<file path="config.mk">
export PLATFORM = sky130hd
export DESIGN_NAME = uart_tx_frame_flat
export DESIGN_NICKNAME = d
export VERILOG_FILES = /design/src/rtl/uart_tx_frame_pkg.sv /design/src/rtl/uart_tx_frame_if.sv /design/src/rtl/uart_tx_frame_baud_tick.sv /design/src/rtl/uart_tx_frame.sv /design/src/flat_wrapper.sv
export SDC_FILE = /design/constraint.sdc
export NUM_CORES = 1
export LEC_CHECK = 0
export CAP_MARGIN = 5
export CELL_PAD_IN_SITES_DETAIL_PLACEMENT = 1
export CELL_PAD_IN_SITES_GLOBAL_PLACEMENT = 1
export CORE_AREA = 2 2 60 62
export CTS_CLUSTER_DIAMETER = 150
export DETAILED_ROUTE_END_ITERATION = 16
export DIE_AREA = 0 0 62 64
export PLACE_DENSITY_LB_ADDON = 0.1
export SKIP_LAST_GASP = 1
export SYNTH_ARGS = -nofsm -noshare
export SYNTH_HDL_FRONTEND = slang
export SYNTH_SLANG_ARGS = --single-unit
</file>
<file path="constraint.sdc">
create_clock -name clk -period 2.5 [get_ports clk]
set_input_delay 0.5 -clock clk [delete_from_list [all_inputs] [get_ports clk]]
set_output_delay 0.5 -clock clk [all_outputs]
set_load 0.05 [all_outputs]
</file>
<file path="src/rtl/uart_tx_frame_pkg.sv">
// Shared types and line-level constants for the UART transmit engine.
package uart_tx_pkg;

    typedef enum logic [2:0] {
        IDLE,
        START,
        DATA,
        PARITY,
        STOP
    } tx_state_t;

    localparam logic PAR_EVEN    = 1'b0;
    localparam logic PAR_ODD     = 1'b1;
    localparam logic IDLE_LEVEL  = 1'b1;
    localparam logic START_LEVEL = 1'b0;

endpackage

</file>
<file path="src/rtl/uart_tx_frame_if.sv">
// Host-side handshake and serial-line signals of the UART transmitter.
interface uart_tx_frame_if #(
    parameter int DATA_WIDTH = 8
);
    logic [DATA_WIDTH-1:0] p_data;
    logic                  data_valid;
    logic                  par_en;
    logic                  par_typ;
    logic                  stop2;
    logic                  TX_out;
    logic                  busy;
    logic                  done;

    modport master (
        output p_data, data_valid, par_en, par_typ, stop2,
        input  TX_out, busy, done
    );

    modport slave (
        input  p_data, data_valid, par_en, par_typ, stop2,
        output TX_out, busy, done
    );
endinterface

</file>
<file path="src/rtl/uart_tx_frame_baud_tick.sv">
// Bit-period prescaler: tick marks the last clk of every serial bit.
module uart_baud_tick #(
    parameter int CLKS_PER_BIT = 1
) (
    input  logic clk,
    input  logic rst,
    input  logic en,
    input  logic clear,
    output logic tick
);
    localparam int CW = (CLKS_PER_BIT > 1) ? $clog2(CLKS_PER_BIT) : 1;
    localparam logic [CW-1:0] LAST = CW'(CLKS_PER_BIT - 1);

    logic [CW-1:0] cnt_q;
    logic [CW-1:0] cnt_d;

    // With one clk per bit LAST is zero, so tick stays high while enabled.
    assign tick = en && (cnt_q == LAST);

    // Count 0..CLKS_PER_BIT-1 while a frame runs; restart on acceptance.
    always_comb begin
        cnt_d = cnt_q;
        if (clear) begin
            cnt_d = '0;
        end else if (en) begin
            if (cnt_q == LAST) begin
                cnt_d = '0;
            end else begin
                cnt_d = cnt_q + CW'(1);
            end
        end
    end

    // Prescale counter register.
    always_ff @(posedge clk or negedge rst) begin
        if (!rst) begin
            cnt_q <= '0;
        end else begin
            cnt_q <= cnt_d;
        end
    end
endmodule

</file>
<file path="src/rtl/uart_tx_frame.sv">
// UART transmit engine: start, DATA_WIDTH bits LSB-first, optional parity,
// one or two stop bits. Frame settings are captured when a word is accepted.
module uart_tx_frame
    import uart_tx_pkg::*;
#(
    parameter int DATA_WIDTH   = 8,
    parameter int CLKS_PER_BIT = 1
) (
    input  logic            clk,
    input  logic            rst,
    uart_tx_frame_if.slave  bus
);
    localparam int BW = (DATA_WIDTH > 1) ? $clog2(DATA_WIDTH) : 1;
    localparam logic [BW-1:0] LAST_BIT = BW'(DATA_WIDTH - 1);

    tx_state_t             state_q, state_d;
    logic [DATA_WIDTH-1:0] data_q, data_d;
    logic [BW-1:0]         bit_cnt_q, bit_cnt_d;
    logic                  par_en_q, par_en_d;
    logic                  par_bit_q, par_bit_d;
    logic                  stop2_q, stop2_d;
    logic                  tx_q, tx_d;
    logic                  done_q, done_d;
    logic                  accept;
    logic                  tick;

    assign accept = (state_q == IDLE) && bus.data_valid;

    uart_baud_tick #(
        .CLKS_PER_BIT(CLKS_PER_BIT)
    ) u_baud (
        .clk  (clk),
        .rst  (rst),
        .en   (state_q != IDLE),
        .clear(accept),
        .tick (tick)
    );

    // Next-state and next-output logic; the data word is shifted out so
    // data_q[0] is always the next data bit to emit.
    always_comb begin
        state_d   = state_q;
        data_d    = data_q;
        bit_cnt_d = bit_cnt_q;
        par_en_d  = par_en_q;
        par_bit_d = par_bit_q;
        stop2_d   = stop2_q;
        tx_d      = tx_q;
        done_d    = 1'b0;
        case (state_q)
            IDLE: begin
                if (bus.data_valid) begin
                    state_d   = START;
                    data_d    = bus.p_data;
                    par_en_d  = bus.par_en;
                    par_bit_d = (^bus.p_data) ^ bus.par_typ;
                    stop2_d   = bus.stop2;
                    bit_cnt_d = '0;
                    tx_d      = START_LEVEL;
                end
            end
            START: begin
                if (tick) begin
                    state_d   = DATA;
                    tx_d      = data_q[0];
                    data_d    = data_q >> 1;
                    bit_cnt_d = '0;
                end
            end
            DATA: begin
                if (tick) begin
                    if (bit_cnt_q == LAST_BIT) begin
                        bit_cnt_d = '0;
                        if (par_en_q) begin
                            state_d = PARITY;
                            tx_d    = par_bit_q;
                        end else begin
                            state_d = STOP;
                            tx_d    = IDLE_LEVEL;
                        end
                    end else begin
                        tx_d      = data_q[0];
                        data_d    = data_q >> 1;
                        bit_cnt_d = bit_cnt_q + BW'(1);
                    end
                end
            end
            PARITY: begin
                if (tick) begin
                    state_d   = STOP;
                    tx_d      = IDLE_LEVEL;
                    bit_cnt_d = '0;
                end
            end
            STOP: begin
                if (tick) begin
                    if (stop2_q && (bit_cnt_q == '0)) begin
                        bit_cnt_d = BW'(1);
                    end else begin
                        state_d = IDLE;
                        tx_d    = IDLE_LEVEL;
                        done_d  = 1'b1;
                    end
                end
            end
            default: begin
                state_d = IDLE;
                tx_d    = IDLE_LEVEL;
            end
        endcase
    end

    // State and frame registers; reset aborts any frame immediately.
    always_ff @(posedge clk or negedge rst) begin
        if (!rst) begin
            state_q   <= IDLE;
            data_q    <= '0;
            bit_cnt_q <= '0;
            par_en_q  <= 1'b0;
            par_bit_q <= 1'b0;
            stop2_q   <= 1'b0;
            tx_q      <= IDLE_LEVEL;
            done_q    <= 1'b0;
        end else begin
            state_q   <= state_d;
            data_q    <= data_d;
            bit_cnt_q <= bit_cnt_d;
            par_en_q  <= par_en_d;
            par_bit_q <= par_bit_d;
            stop2_q   <= stop2_d;
            tx_q      <= tx_d;
            done_q    <= done_d;
        end
    end

    assign bus.TX_out = tx_q;
    assign bus.busy   = (state_q != IDLE);
    assign bus.done   = done_q;
endmodule

</file>
<file path="src/flat_wrapper.sv">
// flat-port wrapper written by rule: the top's interface ports become plain ports
module uart_tx_frame_flat import uart_tx_pkg::*;
#(
    parameter int DATA_WIDTH   = 8,
    parameter int CLKS_PER_BIT = 1
)
  (clk, rst, bus_p_data, bus_data_valid, bus_par_en, bus_par_typ, bus_stop2, bus_TX_out, bus_busy, bus_done);
  uart_tx_frame_if #(.DATA_WIDTH(DATA_WIDTH)) bus_i ();
  input  logic clk;
  input  logic rst;
  input wire logic [$bits(bus_i.p_data)-1:0] bus_p_data;
  input wire logic [$bits(bus_i.data_valid)-1:0] bus_data_valid;
  input wire logic [$bits(bus_i.par_en)-1:0] bus_par_en;
  input wire logic [$bits(bus_i.par_typ)-1:0] bus_par_typ;
  input wire logic [$bits(bus_i.stop2)-1:0] bus_stop2;
  output wire logic [$bits(bus_i.TX_out)-1:0] bus_TX_out;
  output wire logic [$bits(bus_i.busy)-1:0] bus_busy;
  output wire logic [$bits(bus_i.done)-1:0] bus_done;
  assign bus_i.p_data = bus_p_data;
  assign bus_i.data_valid = bus_data_valid;
  assign bus_i.par_en = bus_par_en;
  assign bus_i.par_typ = bus_par_typ;
  assign bus_i.stop2 = bus_stop2;
  assign bus_TX_out = bus_i.TX_out;
  assign bus_busy = bus_i.busy;
  assign bus_done = bus_i.done;
  uart_tx_frame #(.DATA_WIDTH(DATA_WIDTH), .CLKS_PER_BIT(CLKS_PER_BIT)) u_core (.clk(clk), .rst(rst), .bus(bus_i));
endmodule
</file>
Word-level counts from Yosys, hierarchy flattened
Cells that the tools add are included.

Reduce and logical (&&, ||, !) cells: 16. Bitwise logic cells: 2. Muxes and demuxes: 36. $add $sub $neg: 2. Equality and inequality tests: 15.

Operators by type and width (number): two-way mux 3 bit (14); two-way mux 8 bit (4); one-hot mux 8 bit (3 select lines) (1); one-hot mux 3 bit (5 select lines) (1); two-way mux 1 bit (14); inequality test 2 x 1 -> 1 bit, second input constant (7); one-hot mux 3 bit (4 select lines) (1); AND reduction 6 bit (2); XOR reduction 8 bit (1); AND reduction 7 bit (1); equality test 3 x 2 -> 1 bit, second input constant (2); equality test 3 bit, second input constant (2); logical NOT 3 bit (2); inequality test 2 bit, second input constant (3); nonzero test 3 bit (2); one-hot mux 1 bit (5 select lines) (1); AND reduction 5 bit (1); nonzero test 4 bit (1); adder 3 x 1 -> 3 bit, second input constant (1); equality test 3 x 1 -> 1 bit, second input constant (1); logical AND 1 bit (3); AND reduction 2 bit (1); nonzero test 2 bit (1); OR reduction 2 bit (1); 3 further kinds (3).

Bits of input ports: 14. Logic and storage cells: 80. Output and inout port bits: 3. Register bits after elaboration: 20.

Longest topological paths before layout
Gate-level depths: netlist of the first run.

Word-level depth: 5. Depth in mapped cells: 7.

By module
A second synthesis of the first run with hierarchy kept.

Cells, all modules: 106. Area, all modules: 1161.1 sq um.

By module, submodules not included: uart_tx_frame (times used 1, seq. area each 476.7 sq um, area an instance 1153.6 sq um, cells each 105); uart_baud_tick (times used 1, seq. area each 0.0 sq um, area an instance 7.5 sq um, cells each 1).

Least setup slack after synthesis of the first run
No wires, ideal clock.

Kind: reg2reg. Start point: reg u_core.bit_cnt_q[0]. End point: reg u_core.data_q[0]. Period minus slack after synthesis: 1.752 ns. Stages on the path, launching flop included: 8. Setup time: 0.073 ns. Path buffers: 1. Arrival time: 1.679 ns. Path slack: 0.748 ns. Cell sequence: dfrtp_1 -> ha_1 -> ha_1 -> or3b_4 -> a21oi_4 -> buf_6 -> nor2_1 -> a21oi_2.

Cells in the longest elaborated chain, start to end: 3.

Ends and longest elaborated chain: start: declaration (RTL line uart_tx_frame.sv:18) `logic [BW-1:0] bit_cnt_q, bit_cnt_d;`; start signal: assignment (RTL line uart_tx_frame.sv:127) `bit_cnt_q <= bit_cnt_d;`; equality test 3 bit (RTL line uart_tx_frame.sv:72) `if (bit_cnt_q == LAST_BIT) begin`; inequality test 2 bit (no source line); AND reduction 5 bit (no source line); end signal: assignment (RTL line uart_tx_frame.sv:126) `data_q <= data_d;`; end: declaration (RTL line uart_tx_frame.sv:17) `logic [DATA_WIDTH-1:0] data_q, data_d;`.

Every way passes these cells. A chain may end at the register's enable or synchronous reset.

Worst setup path in the final report of the first run
Start point: reg u_core.tx_q (netlist: u_core.bus.TX_out). End point: out bus_TX_out.

RTL lines: start: declaration (RTL line uart_tx_frame.sv:22) `logic tx_q, tx_d;`; start signal: assignment (RTL line uart_tx_frame.sv:131) `tx_q <= tx_d;`; end: declaration (RTL line flat_wrapper.sv:16) `output wire logic [$bits(bus_i.TX_out)-1:0] bus_TX_out;`.

No word-level cell between the ends.

==> summary.md, run 1 <==
The tools report the remaining antenna violation count as 0. On the final layout, the worst hold slack is 0.497 ns. In this run the count of I/O pins placed on the die edge is 17. At the end of routability-driven placement, the weighted congestion stood at 0.743.

Counting every sink on the clock net gives 19. The cell sitting at the root of the clock tree is a clkbuf_4. The largest single stage delay on the critical path is 0.79 ns.

After synthesis the cells add up to 1110 sq um. The count of buffering cells on the critical path with inverters included works out to 1. The layout cell share with drive strength beyond 1 came out at 18.3%. STA classifies the critical path endpoint as an output pin. The final total power came out at 0.00158 W. The via count of the first global-routing pass was 867.

Setup slack on the worst reg-to-reg path comes out at 0.50 ns. The detailed-route wire length was 2.23 mm. In this run, CTS created clock tree buffers numbering 3. The area of combinational cells with multiple inputs came out at 589 sq um. Setup repair after global routing left no endpoint under its margin. Counting distinct cell types in the post-synthesis netlist gives 36.

The core box area is 3280 sq um, and the overall die height is 64 um. The critical path goes through clkdlybuf4s50_1. The total global-route track usage was 13.5%. The die span in x was 62 um; the number of nets at the end of the flow was 139. The final hold violation count was 0; the remaining routing DRC violations was 0.

Cell with the largest stage delay on the worst path: clkdlybuf4s50_1. The logs give 0.469 GHz for the fmax and 3970 sq um for the area enclosed by the die boundary. After synthesis, the mean cell area works out to 10.9 sq um.

The Yosys step of the flow raised 0 warnings. For the worst setup path, the data arrival time is 1.63 ns. The tools report the number of buffers added for setup after CTS as 0. In the routed layout, each cell is associated on average with a via count of 4.69. The number of antenna violations at the first check in global routing came out at 0. Class of the tightest hold or removal check: flip-flop to flip-flop. Input and output buffers added on the ports amount to 16.

After synthesis the netlist holds a flip-flop and latch count of 19. The setup violation total in the final timing report came out at 0. Relative to the synthesized area, the layout overhead comes to 21.0%. Post-synthesis instance total: 102. The run finished with clean final reports. After detailed placement, the total cell area comes to 1310 sq um. Entering global routing, the biggest net connects 20 pins. The routed wire length per instance works out to 13.4 um.

The H-tree depth is 1, and the first-pass GRT wire length is 3.93 mm. For the worst-skew pair, the clock arrives at the later sink with an insertion delay of 0.30 ns. For the starting density of the core, the log shows 33.8%. Summing the sequential cell areas from Yosys gives 43.0% of the chip area. After routing the design area is 1340 sq um. The tools report the number of hold-repair buffers added at the cts stage as 0. For this block, the via count after detailed routing is 779. For the number of DRC violations after detailed-routing iteration 0, the log shows 11. The clock passes through at most 2 buffers. The maximum fanout count along the critical path was 2. The tool flagged a number of max-cap violations equal to 0. Clock skew on the completed layout was measured at 0.00541 ns.

For the pin with the worst max-slew slack, the measured transition is 0.505 ns. Summed over all failing endpoints, the final setup total negative slack is 0 ns. The critical path is of the flip-flop to output pin type. The total half-perimeter wirelength after legalization and detailed placement came out at 1.67 mm. STA classifies the critical path startpoint as a flip-flop.

The clock slew at the register clock pins of the worst setup and hold paths was 0.11 ns; the number of standard-cell rows in the floorplan was 21. The repair_antennas step left the layout with diodes totalling 0. TritonCTS built the clock tree. Summed over all layers, the global routing overflow is 0. The area taken by flip-flops and latches is 477 sq um.

The filler cells instantiated in the layout total 365. The critical path's top delay family is buffers and inverters. The ratio of total power to cell area works out to 1180 nW/um^2. The first TritonRoute pass finished after 3 iterations. The tools report the final count of pins violating max slew as 0. Data on the critical path is required at its endpoint by 2.00 ns. When the netlist entered floorplanning its net count stood at 120. The logs give 0.569 nW for the leakage power figure and 66.3% for the tightest slew margin relative to the limit. After layout, the worst path uses 85.3% of the clock period. The worst-case vdd ir drop came out at 0.000357 V.

The clock period minus worst slack is 2.13 ns.
[repair_timing]
item | CTS | global route
resized for setup | 0 | 1
setup endpoints to repair | 0 | 1
hold endpoints to repair | 0 | 0
[registers in the layout, indices dropped and copies added (netlist names)]
signal / count
u_core.data_q: 8
u_core.bit_cnt_q: 3
u_core.state_q: 3
u_core.bus.TX_out: 1
u_core.bus.done: 1
u_core.par_bit_q: 1
u_core.par_en_q: 1
u_core.stop2_q: 1
[power by group]
part / internal (W) / switching (W) / leakage [nW]
sequential: 0.000454 / 0.000111 / 0.228
clock: 0.0000621 / 0.0000994 / 0.0150
combinational: 0.000379 / 0.000473 / 0.325
[layer usage]
layer | track usage (%) | up-vias | part of all wire [%]
li1 | - | 394 | -
met1 | 17.8 | 368 | 50
met2 | 21.1 | 13 | 45
met3 | 1.82 | 4 | 3.3
met4 | 6.38 | 0 | 1.5
met5 | 0 | - | 0
[worst paths after layout]
kind,start,to,depth (start not counted)
worst max-delay path,u_core.bus.TX_out,bus_TX_out,1
worst min-delay path,u_core.data_q[0],u_core.bus.TX_out,2
worst max register to register,u_core.bit_cnt_q[1],u_core.data_q[7],6
worst min register to register,u_core.data_q[0],u_core.bus.TX_out,2
max in group asynchronous,rst,u_core.bus.TX_out,2
min in group asynchronous,rst,u_core.state_q[0],2
[worst register-to-register path, stage by stage, from the launching register on]
cell,delay (ns)
dfrtp_1,0.41
ha_1,0.22
ha_1,0.21
or3b_4,0.42
a21oi_4,0.45
nand3b_1,0.13
o21ai_1,0.10
[cell type report]
type	instances	area share [%]
multi-input cells	75	43.9
flip-flops and latches	19	35.5
clock buffers	4	1.96
well taps	46	4.29
repair buffers	18	13.2
inverters	4	1.12
[synthesized netlist by cell type]
| library cell | instances | area share (%) |
|---|---|---|
| inv_1 | 4 | 1.4 |
| dfstp_2 | 1 | 2.4 |
| or2_0 | 1 | 0.56 |
| a21oi_2 | 7 | 5.5 |
| nand3b_1 | 3 | 2.0 |
| dfrtp_1 | 18 | 41 |
| or3b_4 | 1 | 1.0 |
| and3_1 | 1 | 0.56 |
| o21ai_1 | 2 | 0.90 |
| nor2_1 | 10 | 3.4 |
| or2_2 | 1 | 0.56 |
| mux2i_1 | 7 | 6.3 |
| nand2_1 | 5 | 1.7 |
| a21oi_4 | 2 | 2.9 |
| a32o_1 | 1 | 0.90 |
| a21o_1 | 1 | 0.68 |
| o21ai_0 | 4 | 1.8 |
| nor3_1 | 2 | 0.90 |
| a31oi_1 | 1 | 0.56 |
| or3_1 | 1 | 0.56 |
| mux2_2 | 2 | 2.0 |
| nor2b_1 | 1 | 0.56 |
| a211oi_1 | 1 | 0.68 |
| xnor3_1 | 1 | 2.0 |
| or4b_4 | 1 | 1.2 |
| o21bai_1 | 1 | 0.68 |
| ha_1 | 4 | 4.5 |
| nand2b_4 | 2 | 2.5 |
| buf_6 | 1 | 1.0 |
| xnor2_1 | 4 | 3.2 |
| o2bb2ai_1 | 1 | 0.79 |
| buf_2 | 2 | 0.90 |
| a22oi_1 | 1 | 0.68 |
| a21oi_1 | 4 | 1.8 |
| buf_4 | 1 | 0.68 |
| xor2_1 | 2 | 1.6 |
[per-stage QoR]
step                      worst slack, ns  utilization [%]  std cells
after floorplan                     0.748                -        102
after global placement              0.409             40.0        162
after detailed placement            0.383             40.0        162
after CTS                          0.0313             40.8        166
after global routing                0.299             40.9        166
final                               0.367             40.9        166
[logic make-up (layout without fill, tap and decap cells)]
family	after synthesis	in the layout	share of synthesized area, %
buffers and inverters	8	26	3.95
xor gates and xnor gates	7	7	6.76
adders and majority gates	4	4	4.51
muxes	9	9	8.34
DFF	19	19	43.0
AOI/OAI and AO/OA	26	26	17.9
and+or+nand+nor	29	29	15.6
[cells in the final DEF (no fill, tap or decap), types with 2 or more instances in the layout]
| cell type | count |
|---|---|
| a21oi_1 | 4 |
| nor3_1 | 2 |
| a21oi_4 | 2 |
| ha_1 | 4 |
| mux2i_1 | 7 |
| clkbuf_4 | 3 |
| dfrtp_1 | 18 |
| a21oi_2 | 7 |
| clkdlybuf4s50_1 | 15 |
| xor2_1 | 2 |
| mux2_2 | 2 |
| o21ai_0 | 4 |
| o21ai_1 | 2 |
| nand2b_4 | 2 |
| inv_1 | 4 |
| nand2_1 | 5 |
| buf_4 | 2 |
| nor2_1 | 10 |
| xnor2_1 | 4 |
| nand3b_1 | 3 |
(Power assumes the default switching activity.)
==> run 2: changes to the inputs <==
--- a/config.mk
+++ b/config.mk
@@ -8,10 +8,10 @@
 export CAP_MARGIN = 5
 export CELL_PAD_IN_SITES_DETAIL_PLACEMENT = 1
 export CELL_PAD_IN_SITES_GLOBAL_PLACEMENT = 1
-export CORE_AREA = 2 2 60 62
+export CORE_AREA = 2 2 43 85
 export CTS_CLUSTER_DIAMETER = 150
 export DETAILED_ROUTE_END_ITERATION = 16
-export DIE_AREA = 0 0 62 64
+export DIE_AREA = 0 0 45 87
 export PLACE_DENSITY_LB_ADDON = 0.1
 export SKIP_LAST_GASP = 1
 export SYNTH_ARGS = -nofsm -noshare
==> run 2 against run 1 <==
Utilization down 0.23 points. Non-clock buffer count unchanged. Design area unchanged. Wire length down 3.8%.
==> summary.md, run 2 (synthesized netlist as in run 1, its figures left out) <==
The clock slew at the register clock pins of the worst setup and hold paths came out at 0.07 ns (-0.04 ns). The tools report the reg-to-reg critical path startpoint as u_core.bit_cnt_q[1]. For the total global-route track usage, the log shows 13.1% (-0.32 points).

The worst clock skew on the final layout is 0.00223 ns (-0.00318 ns). TritonCTS built the clock tree. The run gives 0 (unchanged) as the number of buffers added for setup after CTS. Critical path capture point type: an output pin. For the summed negative setup slack over all endpoints, the log shows 0 ns (unchanged). For the routability-driven placement congestion ratio, the log shows 0.690 (-7.1%). The tools report the starting density of the core as 33.6% (-0.19 points). The clock period minus worst slack is 2.40 ns (+0.263 ns), and the fill cell instance count of the final layout is 391 (+7.1%). The maximum fanout count along the critical path was 11 (+9).

The worst-case vdd ir drop was 0.000503 V (+41%). For the total half-perimeter wirelength after legalization and detailed placement, the log shows 1.65 mm (-1.4%). The tools report the quantity of gates resized following cts as 0 (unchanged). Critical path startpoint category: a flip-flop. Final count of pins violating max slew: 0 (unchanged).

The number of buffers created by CTS is 3 (unchanged), and the final worst-path cycle share is 95.8% (+11 points). The layer flagged by global routing as most heavily used is met2. For the iteration count of the initial detailed-routing pass, the log shows 4 (+1). Critical path arrival: 1.90 ns (+0.27 ns). Setup repair after global routing left no endpoint under its margin.

For the overall overflow remaining after global route, the log shows 0 (unchanged). The cell with the largest stage delay on the worst path was clkdlybuf4s50_1. The tightest slew margin relative to the limit is 66.9% (+0.63 points), and the overall die height is 87 um (+36%). The largest net degree at the start of global routing was 20 (unchanged). Data required time at the worst endpoint: 2.00 ns (about the same). The critical path starts at u_core.state_q[1].

The tools report the via count as 795 (+2.1%). The run gives 0 (unchanged) as the final hold violation count. The type of the worst setup path was flip-flop to output pin. The I/O pin count is 17 (unchanged), and the layout cell share with drive strength beyond 1 is 19.2% (+0.83 points).

The tools report the remaining antenna violation count as 0 (unchanged). The remaining routing DRC violations is 0 (unchanged), and the slew at the pin closest to its max-slew limit is 0.495 ns (-0.00979 ns). The number of DRC violations after detailed-routing iteration 0 is 15 (+4), and the routed wire length per instance is 14.1 um (+5.0%). The leakage power figure came out at 0.572 nW (+0.59%). The clock root buffer master was clkbuf_8.

The setup violation total in the final timing report was 0 (unchanged). The startpoint identified for the worst hold timing path is u_core.par_bit_q. The largest registers in the layout are u_core.data_q x8, u_core.bit_cnt_q x3, u_core.state_q x3.

The run gives 2 (unchanged) as the maximum clock path buffer count. The tools report the number of inserted diodes as 0 (unchanged). The clock network latency to the later pin of the worst-skew pair was 0.26 ns (-0.04 ns).

The via-per-instance ratio came out at 5.23 (+11%). The tools report the number of hold-repair buffers added at the cts stage as 0 (unchanged). The met2 layer usage reported by global route is 19.9% (-1.2 points). For the H-tree depth, the log shows 1 (unchanged). Leaving out fill and tap cells, the most frequent cell in the layout is dfrtp_1. Area enclosed by the die boundary: 3920 sq um (-1.3%). The tools report the first-pass GRT wire length as 3.71 mm (-5.6%). For the clock net sink count, the log shows 19 (unchanged). The number of standard-cell rows in the floorplan came out at 30 (+43%). The detailed-route wire length was 2.14 mm (-3.8%). Counting flops per register, the top entry is u_core.data_q.

The met3 demand-to-capacity share in global routing is 1.87% (+0.045 points). The run finished with clean final reports. The critical path goes through or3_1 -> clkdlybuf4s50_1. The met1 track demand over resource came out at 17.5% (-0.32 points). The tools report the via count of the first global-routing pass as 803 (-7.4%).

The final total power was 0.00162 W (+2.9%); the area added between synthesis and finish was 21.0% (unchanged). The number of input and output port buffers inserted works out to 16 (unchanged). The number of nets at the end of the flow came out at 139 (unchanged). Ratio of total power to cell area: 1210 nW/um^2 (+2.9%). The tools report the number of antenna violations at the first check in global routing as 0 (unchanged). The top cell types in the final layout, fill and taps aside, are 18 x dfrtp_1, 16 x clkdlybuf4s50_1, 10 x nor2_1.

The flip-flop count of the largest register, all copies and words added was 8 (unchanged); the number of max-capacitance violations reported was 0 (unchanged). Core box area: 3300 sq um (+0.57%). The fmax is 0.417 GHz (-11%). Largest stage delay on the critical path: 0.70 ns (-0.09 ns). The class of the tightest hold or removal check was flip-flop to flip-flop. The die span in x was 45 um (-27%).
==> run 2: critical path: cells and delay by family, from the launching register on <==
| family | cells | cell delay, ns |
|---|---|---|
| flops | 1 | 0.51 |
| simple gates | 1 | 0.42 |
| buf+inv | 1 | 0.70 |
==> run 2: through the flow <==
stage | setup WS (ns) | cell area (sq um) | util (%) | hold WS, ns | cells
after global placement | 0.408 | 1300 | 39.2 | 0.475 | 148
after CTS | 0.0946 | 1340 | 40.6 | 0.502 | 152
after global routing | 0.0369 | 1340 | 40.6 | 0.541 | 152
after floorplan | 0.748 | 1110 | - | 0.204 | 102
after detailed placement | 0.383 | 1300 | 39.2 | 0.483 | 148
final | 0.104 | 1340 | 40.6 | 0.495 | 152
==> run 2: final timing paths <==
kind	to	slack (ns)	cells after the start
max	bus_busy	0.10	2
min	u_core.par_bit_q	0.49	2
max reg2reg	u_core.data_q[5]	0.52	6
min reg2reg	u_core.par_bit_q	0.49	2
max in group asynchronous	u_core.bus.TX_out	1.66	2
min in group asynchronous	u_core.bit_cnt_q[2]	0.57	2
==> run 2: power breakdown <==
group          total (W)  internal, W  leakage [nW]  switching [W]
Sequential      0.000569     0.000455         0.228       0.000114
Clock           0.000220     0.000111        0.0255       0.000109
Combinational   0.000836     0.000378         0.318       0.000458
==> run 2: layer usage <==
metal  up-vias  wire [um]
li1        388          -
met1       387        929
met2        15       1090
met3         5         63
met4         0         55
met5         -          0
==> run 2: final cells by class <==
cell class              instances  area (sq um)  share of cell area, %
well taps                      32          40.0                   2.98
multi-input cells              75           589                   43.9
clock buffers                   3          41.3                   3.08
repair buffers                 18           175                   13.0
clock inverters                 1          5.00                  0.373
flip-flops and latches         19           477                   35.5
inverters                       4          15.0                   1.12
==> run 3: changes to the inputs <==
==> constraint.sdc (replaced) <==
create_clock -name clk -period 2.5 [get_ports clk]
set_input_delay 0.25 -clock clk [delete_from_list [all_inputs] [get_ports clk]]
set_output_delay 0.25 -clock clk [all_outputs]
set_load 0.05 [all_outputs]
==> run 3 against run 2 <==
Register-to-register slack about the same. Highest routed layer unchanged. Critical endpoint unchanged. Count of clock-buffer cells in the layout unchanged. Utilization unchanged.
==> summary.md, run 3 (synthesized netlist as in run 1, its figures left out) <==
The fmax was 0.463 GHz (+11%). The quantity of gates resized following cts came out at 0 (unchanged). The tools report the clock power share as 13.7% (+0.2 points).

Via-per-instance ratio: 5.16 (-1.3%). Slew at the pin closest to its max-slew limit: 0.495 ns (+0.000723 ns). Broken down by cell family, the worst path's largest delay share belongs to buffers and inverters. The die span in x came out at 45 um (unchanged). The run finished with clean final reports. In this run the critical register-to-register path is launched from u_core.bit_cnt_q[0]. Worst-case vdd ir drop: 0.000587 V (+17%). The min-delay analysis places its worst path in the category input pin to async pin. The summed negative setup slack over all endpoints was 0 ns (unchanged); the wire length on met2 was 1.04 mm (-4.8%). The area added between synthesis and finish is 21.0% (unchanged). The number of standard-cell rows in the floorplan was 30 (unchanged). The logs give 3920 sq um (unchanged) for the area enclosed by the die boundary and 20 (unchanged) for the largest net degree at the start of global routing.

The tools report the cell count after placement as 148 (unchanged). The critical path capture point type was an output pin. Relative contribution of sequential cells to total power: 34.9% (about the same). The via count was 785 (-1.3%). The logs give 0 (unchanged) for the final hold violation count and 3 (unchanged) for the number of buffers created by CTS. Ranked by flip-flop count, first place goes to u_core.data_q. The maximum fanout count along the critical path works out to 11 (unchanged). The overall die height was 87 um (unchanged). In the final layout, the registers with the most flip-flops are u_core.data_q x8, u_core.bit_cnt_q x3, u_core.state_q x3. By startpoint and endpoint, the worst setup path is classified as flip-flop to output pin. The count of buffering cells on the critical path with inverters included is 1 (unchanged). STA classifies the critical path startpoint as a flip-flop. The first-pass GRT wire length was 3.64 mm (-1.9%).

The logs give 973 um (+4.7%) for the wire length on met1 and 19 (unchanged) for the clock net sink count. Reg-to-reg critical path endpoint: u_core.data_q[7]. The clock network latency to the later pin of the worst-skew pair was 0.26 ns (about the same). The tools report the critical path arrival as 1.91 ns (about the same).

The internal power contribution was 0.000945 W (+0.12%); the detailed route wirelength on metal3 was 57 um (-9.5%). The run gives 2 (unchanged) as the maximum clock path buffer count. TritonCTS built the clock tree. The run gives 51.4% (about the same) as the share of power burned in combinational logic. The logs give 152 (unchanged) for the number of standard cells in the layout, taps in and fillers out and 0 (unchanged) for the overall overflow remaining after global route. The run gives 2 (-2) as the iteration count of the initial detailed-routing pass. The run gives 2.11 mm (-1.4%) as the detailed-route wire length. Ratio of total power to cell area: 1210 nW/um^2 (+0.27%). The clock slew at the register clock pins of the worst setup and hold paths was 0.08 ns (about the same); the layout cell share with drive strength beyond 1 was 19.2% (unchanged). The run gives 0.00547 ns (+0.00324 ns) as the worst clock skew on the final layout. The remaining routing DRC violations was 0 (unchanged). The net switching power of the design was 0.000684 W (+0.47%); the number of input and output port buffers inserted was 16 (unchanged).

Number of max-capacitance violations reported: 0 (unchanged). For the number of inserted diodes, the log shows 0 (unchanged). The run gives 0.685 (-0.68%) as the routability-driven placement congestion ratio. The tools report the number of antenna violations at the first check in global routing as 0 (unchanged). The data required time at the worst endpoint is 2.25 ns (+0.25 ns). Post-route core utilization: 40.6% (unchanged). The flip-flop count of the largest register, all copies and words added is 8 (unchanged), and the switching fraction of total power is 42.0% (+0.086 points).

The core box area was 3300 sq um (unchanged). Number of cell instances on the worst register-to-register path: 6 (unchanged). The largest stage delay on the critical path is 0.71 ns (about the same), and the fill cell instance count of the final layout is 380 (-2.8%). The uppermost metal layer occupied by signal nets is met4.

The logs give 0 (unchanged) for the setup violation total in the final timing report and 0 (unchanged) for the remaining antenna violation count. The slack of the worst reg-to-reg path is 0.53 ns (about the same), and the number of buffers added for setup after CTS is 0 (unchanged). The placement-stage worst setup slack is 0.539 ns (+0.156 ns). The run gives 0.322 ns (-0.173 ns) as the hold slack. In the layout the commonest cells are 18 x dfrtp_1, 16 x clkdlybuf4s50_1, 10 x nor2_1.

Via count of the first global-routing pass: 797 (-0.75%). The tightest slew margin relative to the limit is 66.9% (about the same). Total half-perimeter wirelength after legalization and detailed placement: 1.62 mm (-1.9%). The setup slack of the critical path after layout is 0.342 ns (+0.238 ns). Total global-route track usage: 12.7% (-0.40 points).

The leakage power figure came out at 0.572 nW (unchanged). The leading cell type in the layout, fill and taps excluded is dfrtp_1. The I/O pin count is 17 (unchanged), and the starting density of the core is 33.6% (unchanged). The critical path goes through or3_1 -> clkdlybuf4s50_1. The final worst-path cycle share works out to 86.3% (-9.5 points). Setup repair after global routing left no endpoint under its margin. The number of nets at the end of the flow is 139 (unchanged). Cell with the largest stage delay on the worst path: clkdlybuf4s50_1. The tools report the clock root buffer master as clkbuf_8.

Final count of pins violating max slew: 0 (unchanged). The H-tree depth was 1 (unchanged). The number of DRC violations after detailed-routing iteration 0 was 6 (-9); the routed wire length per instance was 13.9 um (-1.4%).

The clock period minus worst slack works out to 2.16 ns (-0.238 ns). For the number of hold-repair buffers added at the cts stage, the log shows 0 (unchanged).
## run 3: cell counts in the layout (fill, tap and decap cells not counted)
Identical to the previous run, type by type.
## run 3: per-layer routing
layer | GRT usage [%] | vias up
met1 | 16.7 | 380
met2 | 19.4 | 12
li1 | - | 389
met4 | 7.22 | 0
met5 | 0 | -
met3 | 1.87 | 4
## run 3: worst max-delay path by stage
stage,start,to,slack [ns],depth (start not counted)
6_report,u_core.state_q[1],bus_busy,0.34,2
5_1_grt,u_core.state_q[1],bus_busy,0.26,2
4_1_cts,u_core.state_q[1],bus_busy,0.33,2
3_5_place_dp,u_core.bit_cnt_q[0],u_core.data_q[7],0.54,6
3_3_place_gp,u_core.bit_cnt_q[0],u_core.data_q[4],0.56,6
2_1_floorplan,u_core.bit_cnt_q[0],u_core.data_q[0],0.75,7
## run 3: area by class of cell
class	count	area (sq um)	area share [%]
clock inverter	1	5.00	0.373
timing repair buffer	18	175	13.0
sequential	19	477	35.5
inverter	4	15.0	1.12
clock buffer	3	41.3	3.08
multi-input combinational	75	589	43.9
tap	32	40.0	2.98
## run 3: through the flow
stage | power [W] | cell area (sq um)
3_5_place_dp | 0.00143 | 1300
5_1_grt | 0.00177 | 1340
4_1_cts | 0.00166 | 1340
6_report | 0.00163 | 1340
3_3_place_gp | 0.00142 | 1300
2_1_floorplan | 0.00126 | 1110
## run 3: power groups by stage
| stage | logic [W] | registers [W] | clock network, W |
|---|---|---|---|
| final | 0.000837 | 0.000569 | 0.000223 |
| after global routing | 0.000937 | 0.000591 | 0.000238 |
| after CTS | 0.000854 | 0.000572 | 0.000230 |
| after detailed placement | 0.000853 | 0.000578 | 0 |
| after global placement | 0.000844 | 0.000577 | 0 |
| after floorplan | 0.000696 | 0.000563 | 0 |
## run 3: worst reg2reg max path, cell delays in order, from the launching register on
cell and delay (ns):
dfrtp_1 0.39, ha_1 0.22, ha_1 0.20, or3b_4 0.42
a21oi_4 0.45, nand3b_1 0.14, o21ai_1 0.09
